## src/rtl/ped_xing_ctrl.sv

```systemverilog
// Multi-crosswalk pedestrian/vehicle signal controller on an external tick time base.
// Optional `PED_PREEMPT_EN adds a level preempt input that blocks GREEN exit and cuts WALK short.
module ped_xing_ctrl #(
    parameter int NUM_XWALK   = 2,
    parameter int TIMER_W     = 8,
    parameter int GREEN_MIN   = 20,
    parameter int YELLOW_TIME = 3,
    parameter int ALLRED_TIME = 1,
    parameter int WALK_TIME   = 10,
    parameter int CLEAR_TIME  = 6
) (
    input  logic                 clk,
    input  logic                 rst,
    input  logic                 tick,
    input  logic [NUM_XWALK-1:0] ped_req,
`ifdef PED_PREEMPT_EN
    input  logic                 preempt,
`endif
    output logic                 car_green,
    output logic                 car_yellow,
    output logic                 car_red,
    output logic [NUM_XWALK-1:0] walk,
    output logic [NUM_XWALK-1:0] dont_walk_flash,
    output logic [NUM_XWALK-1:0] req_pending,
    output logic [2:0]           phase
);

    localparam int TMAX = 1 << TIMER_W;

    if (NUM_XWALK < 1 || NUM_XWALK > 8) begin : g_bad_xwalk
        $error("ped_xing_ctrl: NUM_XWALK must be 1..8");
    end
    if (GREEN_MIN < 1 || GREEN_MIN >= TMAX || YELLOW_TIME < 1 || YELLOW_TIME >= TMAX ||
        ALLRED_TIME < 1 || ALLRED_TIME >= TMAX || WALK_TIME < 1 || WALK_TIME >= TMAX ||
        CLEAR_TIME < 1 || CLEAR_TIME >= TMAX) begin : g_bad_dur
        $error("ped_xing_ctrl: durations must be nonzero and fit in TIMER_W");
    end

    localparam logic [TIMER_W-1:0] T_GREEN  = TIMER_W'(GREEN_MIN - 1);
    localparam logic [TIMER_W-1:0] T_YELLOW = TIMER_W'(YELLOW_TIME - 1);
    localparam logic [TIMER_W-1:0] T_ALLRED = TIMER_W'(ALLRED_TIME - 1);
    localparam logic [TIMER_W-1:0] T_WALK   = TIMER_W'(WALK_TIME - 1);
    localparam logic [TIMER_W-1:0] T_CLEAR  = TIMER_W'(CLEAR_TIME - 1);

    typedef enum logic [2:0] {
        S_GREEN   = 3'd0,
        S_YELLOW  = 3'd1,
        S_ALLRED1 = 3'd2,
        S_WALK    = 3'd3,
        S_CLEAR   = 3'd4,
        S_ALLRED2 = 3'd5
    } state_e;

    state_e               state_q, state_d;
    logic [TIMER_W-1:0]   timer_q, timer_d;
    logic [NUM_XWALK-1:0] served_q, served_d;
    logic [NUM_XWALK-1:0] req_q, req_d;
    logic [NUM_XWALK-1:0] ped_prev_q;
    logic [NUM_XWALK-1:0] rise;
    logic                 flash_q, flash_d;
    logic                 car_green_q, car_yellow_q, car_red_q;
    logic [NUM_XWALK-1:0] walk_q, dwf_q;
    logic                 tz;
    logic                 blk;
    logic                 frc;

`ifdef PED_PREEMPT_EN
    logic pre_prev_q, pre_hit_q, pre_hit_d;

    assign blk       = preempt;
    assign frc       = pre_hit_q | (preempt & ~pre_prev_q);
    // A rise seen in WALK is remembered until the next tick ends the phase.
    assign pre_hit_d = frc & (state_d == S_WALK);

    always_ff @(posedge clk or posedge rst) begin
        if (rst) begin
            pre_prev_q <= 1'b0;
            pre_hit_q  <= 1'b0;
        end else begin
            pre_prev_q <= preempt;
            pre_hit_q  <= pre_hit_d;
        end
    end
`else
    assign blk = 1'b0;
    assign frc = 1'b0;
`endif

    assign rise = ped_req & ~ped_prev_q;
    assign tz   = (timer_q == '0);

    always_comb begin
        state_d  = state_q;
        timer_d  = timer_q;
        served_d = served_q;
        req_d    = req_q;
        flash_d  = flash_q;
        if (tick && !tz) begin
            timer_d = timer_q - 1'b1;
        end
        case (state_q)
            S_GREEN: begin
                if (tick && tz && (req_q != '0) && !blk) begin
                    state_d = S_YELLOW;
                    timer_d = T_YELLOW;
                end
            end
            S_YELLOW: begin
                if (tick && tz) begin
                    state_d = S_ALLRED1;
                    timer_d = T_ALLRED;
                end
            end
            S_ALLRED1: begin
                if (tick && tz) begin
                    state_d  = S_WALK;
                    timer_d  = T_WALK;
                    served_d = req_q;
                    req_d    = '0;
                end
            end
            S_WALK: begin
                if (tick && (tz || frc)) begin
                    state_d = S_CLEAR;
                    timer_d = T_CLEAR;
                    flash_d = 1'b0;
                end
            end
            S_CLEAR: begin
                if (tick) begin
                    flash_d = ~flash_q;
                end
                if (tick && tz) begin
                    state_d = S_ALLRED2;
                    timer_d = T_ALLRED;
                end
            end
            S_ALLRED2: begin
                if (tick && tz) begin
                    state_d  = S_GREEN;
                    timer_d  = T_GREEN;
                    served_d = '0;
                end
            end
            default: begin
                state_d = S_ALLRED2;
                timer_d = T_ALLRED;
            end
        endcase
        // New presses override the serve-time clear.
        req_d = req_d | rise;
    end

    always_ff @(posedge clk or posedge rst) begin
        if (rst) begin
            state_q      <= S_GREEN;
            timer_q      <= T_GREEN;
            served_q     <= '0;
            req_q        <= '0;
            ped_prev_q   <= '0;
            flash_q      <= 1'b0;
            car_green_q  <= 1'b1;
            car_yellow_q <= 1'b0;
            car_red_q    <= 1'b0;
            walk_q       <= '0;
            dwf_q        <= '0;
        end else begin
            state_q      <= state_d;
            timer_q      <= timer_d;
            served_q     <= served_d;
            req_q        <= req_d;
            ped_prev_q   <= ped_req;
            flash_q      <= flash_d;
            car_green_q  <= (state_d == S_GREEN);
            car_yellow_q <= (state_d == S_YELLOW);
            car_red_q    <= (state_d != S_GREEN) && (state_d != S_YELLOW);
            walk_q       <= served_d & {NUM_XWALK{state_d == S_WALK}};
            dwf_q        <= served_d & {NUM_XWALK{(state_d == S_CLEAR) && flash_d}};
        end
    end

    assign car_green       = car_green_q;
    assign car_yellow      = car_yellow_q;
    assign car_red         = car_red_q;
    assign walk            = walk_q;
    assign dont_walk_flash = dwf_q;
    assign req_pending     = req_q;
    assign phase           = state_q;

endmodule

```

## config.mk

```make
export PLATFORM = sky130hd
export DESIGN_NAME = ped_xing_ctrl
export DESIGN_NICKNAME = d
export VERILOG_FILES = /design/src/rtl/ped_xing_ctrl.sv
export SDC_FILE = /design/constraint.sdc
export NUM_CORES = 1
export LEC_CHECK = 0
export ABC_AREA = 1
export BUFFER_PORTS_ARGS = -buffer_cell sky130_fd_sc_hd__buf_2
export CAP_MARGIN = 20
export CORE_ASPECT_RATIO = 0.9
export CORE_MARGIN = 5
export CORE_UTILIZATION = 35
export DETAILED_ROUTE_END_ITERATION = 8
export SYNTH_ARGS = -nofsm -noshare
export SYNTH_HDL_FRONTEND = slang
export SYNTH_SLANG_ARGS = --single-unit
export TNS_END_PERCENT = 10
```

## constraint.sdc

```tcl
create_clock -name clk -period 2 [get_ports clk]
set_input_delay 0.4 -clock clk [delete_from_list [all_inputs] [get_ports clk]]
set_output_delay 0.4 -clock clk [all_outputs]
set_load 0.005 [all_outputs]
```

==> flow_summary.toml, run 1 <==
[status]
status = "finished clean"

[clock_network]
cts_resized = 0
cts_buffers = 3
tritoncts = "done"
cts.htree.levels = 1
clk_latency_ns = 0.27
cts-root-buf = "clkbuf_8"
cts_sinks = 25
cts_max_path_buffers = 2
clk_pin_slew_worst_paths_ns = 0.08

[power_and_ir_drop]
leakage_nw = 0.896
worst_ir_drop_vdd_mv = 0.601
finalPower_mw = 1.61
power_density_mw_per_mm2 = 999

[worst_setup_path]
critPathCaptureType = "flop"
rrSetupSlack_ns = 0.19
crit_path_max_incr_delay_ns = 0.55
reg2regPathDepth = 9
cp_slowest_cell = "dfstp_2"
cp_data_arrival_time_ns = 2.02
r2r_start = "timer_q[0]"
critPathBufInv = 2
crit_path_cell_trace = "inv_1 -> ha_1 -> nand2_2 -> nor2_8 -> nor2_4 -> buf_4 -> xor2_1 -> nand2_1 -> nand3_1"
worstSetupStartpointType = "flop"
cp_top_family = "flip-flops"
cp.required_ns = 2.21
reg2reg_to = "timer_q[0]"
critPathMaxFanout = 9
criticalPathCategory = "flop to flop"

[timing]
final.setup.worst_slack_ns = 0.187
finalCritPeriodShare = 0.906
hold_viol = 0
maxSlewHeadroom = 0.763
rsz0062_at_grt = "no"
setup_viol_count_final = 0
slew_violations = 0
period_minus_slack_ns = 1.81
fin_skew_ns = 0.00348
worstMarginPinSlew_ns = 0.355
fmax_ghz = 0.552
fin_setup_tns_ns = 0

[grt]
grt_pass1_vias = 1126
grt_pass1_wl_um = 5090
track_usage = 0.115
grt_max_degree = 26
antenna_found_initial = 0
gr-total-overflow = 0

[floorplan]
die_h_um = 69.9
dieWidth_um = 76.6
start_util = 0.369
core_region_area_sq_mm = 0.00378
design.die.area_sq_mm = 0.00535
io_pins = 17
std_cell_rows = 21

[routing]
wl_per_cell_um = 11.9
vias = 1166
drt_iter0_markers = 39
first_pass_iters = 5
via_per_inst = 4.76
wirelength_um = 2920
drtAntennaViolNets = 0
drc = 0

[logic_synthesis]
ys_seq_elements = 25
syn_area_per_cell_sq_um = 8.02
synth_area_leaders = "dfrtp_1 (38%), nand2_1 (10%), dfstp_2 (7.5%)"
synth_area_sq_mm = 0.00140
synth_most_common_cell = "nand2_1"
ys_warn_count = 0
synth-edff-count = 0
yosysUniqueCellTypes = 26
ys_seq_area_frac = 0.452
yosys-top-cells-count = "nand2_1 (39), inv_1 (28), dfrtp_1 (21)"
syn_inst = 174
yosys.area.top_type = "dfrtp_1"
synth_nets = 180
yosys_most_used_dff = "dfrtp_1"
synthArstFlopShare = 1.00
synth_top_cell_area_share = 0.377

[place]
pre_cts_ws_ns = 0.147
routabilityCongestion = 0.826
dpl_cell_area_sq_mm = 0.00153
dp_hpwl_um = 2200
port_buffers = 16

[layout]
antenna_cells = 0
layout-drive-gt1-share = 0.251
area_delta_synth_final_pct = 15.7
fin_area_sq_mm = 0.00161
fin_nets = 206
fill_cells = 409
final_util = 0.427

[worst_hold_path]
hold_path.class = "primary input to async pin"

[run]
cap_violations = 0
## worst reg2reg max path, cell delays in order (launching register included)
cell     delay [ns]
dfstp_2        0.55
inv_1          0.06
ha_1           0.28
nand2_2        0.15
nor2_8         0.08
nor2_4         0.16
buf_4          0.13
xor2_1         0.19
nand2_1        0.07
nand3_1        0.08
## where the power goes
group | total, mW | switching, mW | internal (mW)
Sequential | 0.736 | 0.102 | 0.634
Clock | 0.296 | 0.157 | 0.139
Combinational | 0.580 | 0.359 | 0.222
Total | 1.61 | 0.617 | 0.995
## worst max path at each step
stage	from	end	slack (ns)	cells past startpoint
after floorplan	timer_q[0]	timer_q[6]	0.34	9
after global placement	timer_q[0]	timer_q[3]	0.20	10
after detailed placement	timer_q[0]	timer_q[3]	0.15	10
after CTS	timer_q[0]	timer_q[3]	0.14	10
after global routing	timer_q[0]	timer_q[6]	0.007	11
final	timer_q[0]	timer_q[0]	0.19	9
## registers in the layout, summed over array words and instances (netlist names)
| register | cells |
|---|---|
| car_green | 1 |
| car_red | 1 |
| car_yellow | 1 |
| dont_walk_flash | 2 |
| flash_q | 1 |
| ped_prev_q | 2 |
| phase | 3 |
| req_pending | 2 |
| served_q | 2 |
| timer_q | 8 |
| walk | 2 |
## what timing repair did
item,4_1_cts,5_1_grt
endpoints found under the setup margin,0,3
hold buffers,0,0
buffers inserted,0,4
## kinds of logic after synthesis
kind of cell / Yosys count / synth area share
xor+xnor: 6 / 0.0377
flops: 25 / 0.452
fa+ha+maj: 1 / 0.00897
simple gates: 94 / 0.345
buf+inv: 33 / 0.0951
compound gates: 15 / 0.0610
## per-stage QoR
step / instances / hold WS (ns)
after floorplan: 174 / 0.410
after global placement: 236 / 0.413
after detailed placement: 236 / 0.428
after CTS: 240 / 0.178
after global routing: 245 / 0.179
final: 245 / 0.169
## cell usage in the layout (no fill, tap or decap), types with 3 or more instances in the layout
| cell | netlist | final |
|---|---|---|
| nand4_1 | 5 | 5 |
| dfrtp_1 | 21 | 21 |
| nand3_2 | 4 | 4 |
| nor2_1 | 18 | 18 |
| o21ai_0 | 9 | 9 |
| nand3_1 | 16 | 16 |
| dfstp_2 | 4 | 4 |
| nand2_1 | 39 | 39 |
| nor2_2 | 3 | 4 |
| xor2_1 | 5 | 5 |
| clkbuf_8 | 0 | 3 |
| buf_4 | 0 | 6 |
| nand2_2 | 4 | 4 |
| inv_1 | 28 | 28 |
| buf_2 | 1 | 16 |
## layer usage
layer,global-route usage,vias up,share of wire,wire length [um]
li1,-,599,-,-
met1,0.153,542,0.52,1520
met2,0.183,21,0.44,1290
met3,0.0321,4,0.034,98
met4,0.0311,0,0.0079,23
met5,0,-,0,0
## layout make-up
| type | instances | area, sq um | area share |
|---|---|---|---|
| Multi-Input combinational cell | 117 | 638 | 0.395 |
| Sequential cell | 25 | 631 | 0.391 |
| Timing Repair Buffer | 22 | 125 | 0.0775 |
| Inverter | 31 | 116 | 0.0721 |
| Tap cell | 46 | 57.6 | 0.0357 |
| Clock buffer | 3 | 41.3 | 0.0256 |
| Clock inverter | 1 | 5.00 | 0.00310 |
(Power assumes the default switching activity.)
==> run 2: changes to the inputs <==
--- a/config.mk
+++ b/config.mk
@@ -12,6 +12,7 @@
 export CORE_MARGIN = 5
 export CORE_UTILIZATION = 35
 export DETAILED_ROUTE_END_ITERATION = 8
+export PLACE_DENSITY = 0.55
 export SYNTH_ARGS = -nofsm -noshare
 export SYNTH_HDL_FRONTEND = slang
 export SYNTH_SLANG_ARGS = --single-unit
==> run 2 against run 1 <==
Effect of this change: via count shrank 1.9%; utilization shrank 0.69 points; wire length grew 2.3%; clock-buffer cell count is the same; power grew 0.15%; setup slack gained 0.020 ns; largest power group unchanged.
==> flow_summary.toml, run 2 (synthesis gave the netlist of run 1 again) <==
[layout]
layout_common_cells = "nand2_1 (39), inv_1 (28), dfrtp_1 (21), nor2_1 (18)"
largest_reg_flops = 8
stdcell_count = 241
antenna_cells = 0
top_register = "timer_q"
final_util = 0.420
layout_commonest_cell = "nand2_1"
fin_nets = 202
area_delta_synth_final_pct = 13.8
fin_area_sq_mm = 0.00159
layout-drive-gt1-share = 0.241

[status]
status = "finished clean"

[clock_network]
clk_pin_slew_worst_paths_ns = 0.09
tritoncts = "done"
ctsHoldBuffers = 0
cts_sinks = 25
cts.htree.levels = 1
clk_latency_ns = 0.27
cts-root-buf = "clkbuf_8"
cts_max_path_buffers = 2
cts_buffers = 3

[power_and_ir_drop]
leakage_nw = 0.877
power_density_mw_per_mm2 = 1020
worst_ir_drop_vdd_mv = 0.371
finalPower_mw = 1.61

[timing]
maxSlewHeadroom = 0.765
finalCritPeriodShare = 0.896
period_minus_slack_ns = 1.79
worstMarginPinSlew_ns = 0.353
fin_skew_ns = 0.00451
fin_hold_ws_ns = 0.162
hold_viol = 0
setup_viol_count_final = 0
rsz0062_at_grt = "no"
slew_violations = 0
final.setup.worst_slack_ns = 0.208
fmax_ghz = 0.558
fin_setup_tns_ns = 0

[worst_setup_path]
critPathCaptureType = "flop"
critPathMaxFanout = 10
criticalPathCategory = "flop to flop"
cp.required_ns = 2.21
rrSetupSlack_ns = 0.21
reg2regPathDepth = 9
worstSetupStartpointType = "flop"
cp_data_arrival_time_ns = 2.00

[routing]
drt_iter0_markers = 53
wl_per_cell_um = 12.4
vias = 1144
wirelength_um = 2990
via_per_inst = 4.75
first_pass_iters = 4
drtAntennaViolNets = 0
drc = 0

[floorplan]
io_pins = 17
dieWidth_um = 76.6
core_region_area_sq_mm = 0.00378
std_cell_rows = 21
die_h_um = 69.9
design.die.area_sq_mm = 0.00535
start_util = 0.369

[grt]
grt_max_degree = 26
grt_pass1_vias = 1163
gr-total-overflow = 0
track_usage = 0.123
antenna_found_initial = 0
grt_pass1_wl_um = 5380

[place]
dp.cells = 235
pre_cts_ws_ns = 0.113
dp_hpwl_um = 2270
routabilityCongestion = 0.865
dpl_cell_area_sq_mm = 0.00152
port_buffers = 16

[run]
cap_violations = 0

[worst_hold_path]
hold_path.class = "primary input to async pin"
## run 2: cell types whose count changed in the layout (fill, tap and decap cells not counted), sizes merged
| cell | before | now |
|---|---|---|
| buf | 22 | 19 |
| nor2 | 24 | 23 |
## run 2: worst paths after layout
path,endpoint,from
worst max-delay path,timer_q[6],timer_q[0]
worst min-delay path,served_q[0],rst
worst max register to register,timer_q[6],timer_q[0]
worst min register to register,req_pending[0],ped_prev_q[0]
max in group asynchronous,timer_q[1],rst
min in group clk,ped_prev_q[0],ped_req[0]
## run 2: report_power, final
part	leakage (nW)	switching (mW)	internal [mW]	total, mW
combinational	0.543	0.359	0.219	0.577
sequential	0.309	0.104	0.634	0.738
clock	0.0255	0.160	0.139	0.299
total	0.877	0.622	0.993	1.61
## run 2: layer usage
metal | global-route usage | vias to the layer above | share of wire
met5 | 0 | - | 0
met4 | 0.0466 | 0 | 0.016
met3 | 0.0231 | 5 | 0.030
met2 | 0.178 | 18 | 0.43
met1 | 0.179 | 523 | 0.52
li1 | - | 598 | -
## run 2: final cells by class
type | count | area (sq um)
Multi-Input combinational cell | 116 | 634
Tap cell | 46 | 57.6
Fill cell | 422 | 2200
Clock inverter | 1 | 5.00
Inverter | 31 | 116
Sequential cell | 25 | 631
Clock buffer | 3 | 41.3
Timing Repair Buffer | 19 | 103
## run 2: timing repair
item                       CTS  global route
resized for setup            0             1
setup buffers                0             2
setup endpoints to repair    0             3
## run 2: critical path: stages (launching register included)
cell     delay (ns)
dfstp_2        0.54
inv_1          0.06
ha_2           0.23
nand2_2        0.13
nor2_8         0.07
nor2_4         0.22
buf_4          0.16
nand3_1        0.07
xor2_1         0.15
nor2_1         0.09
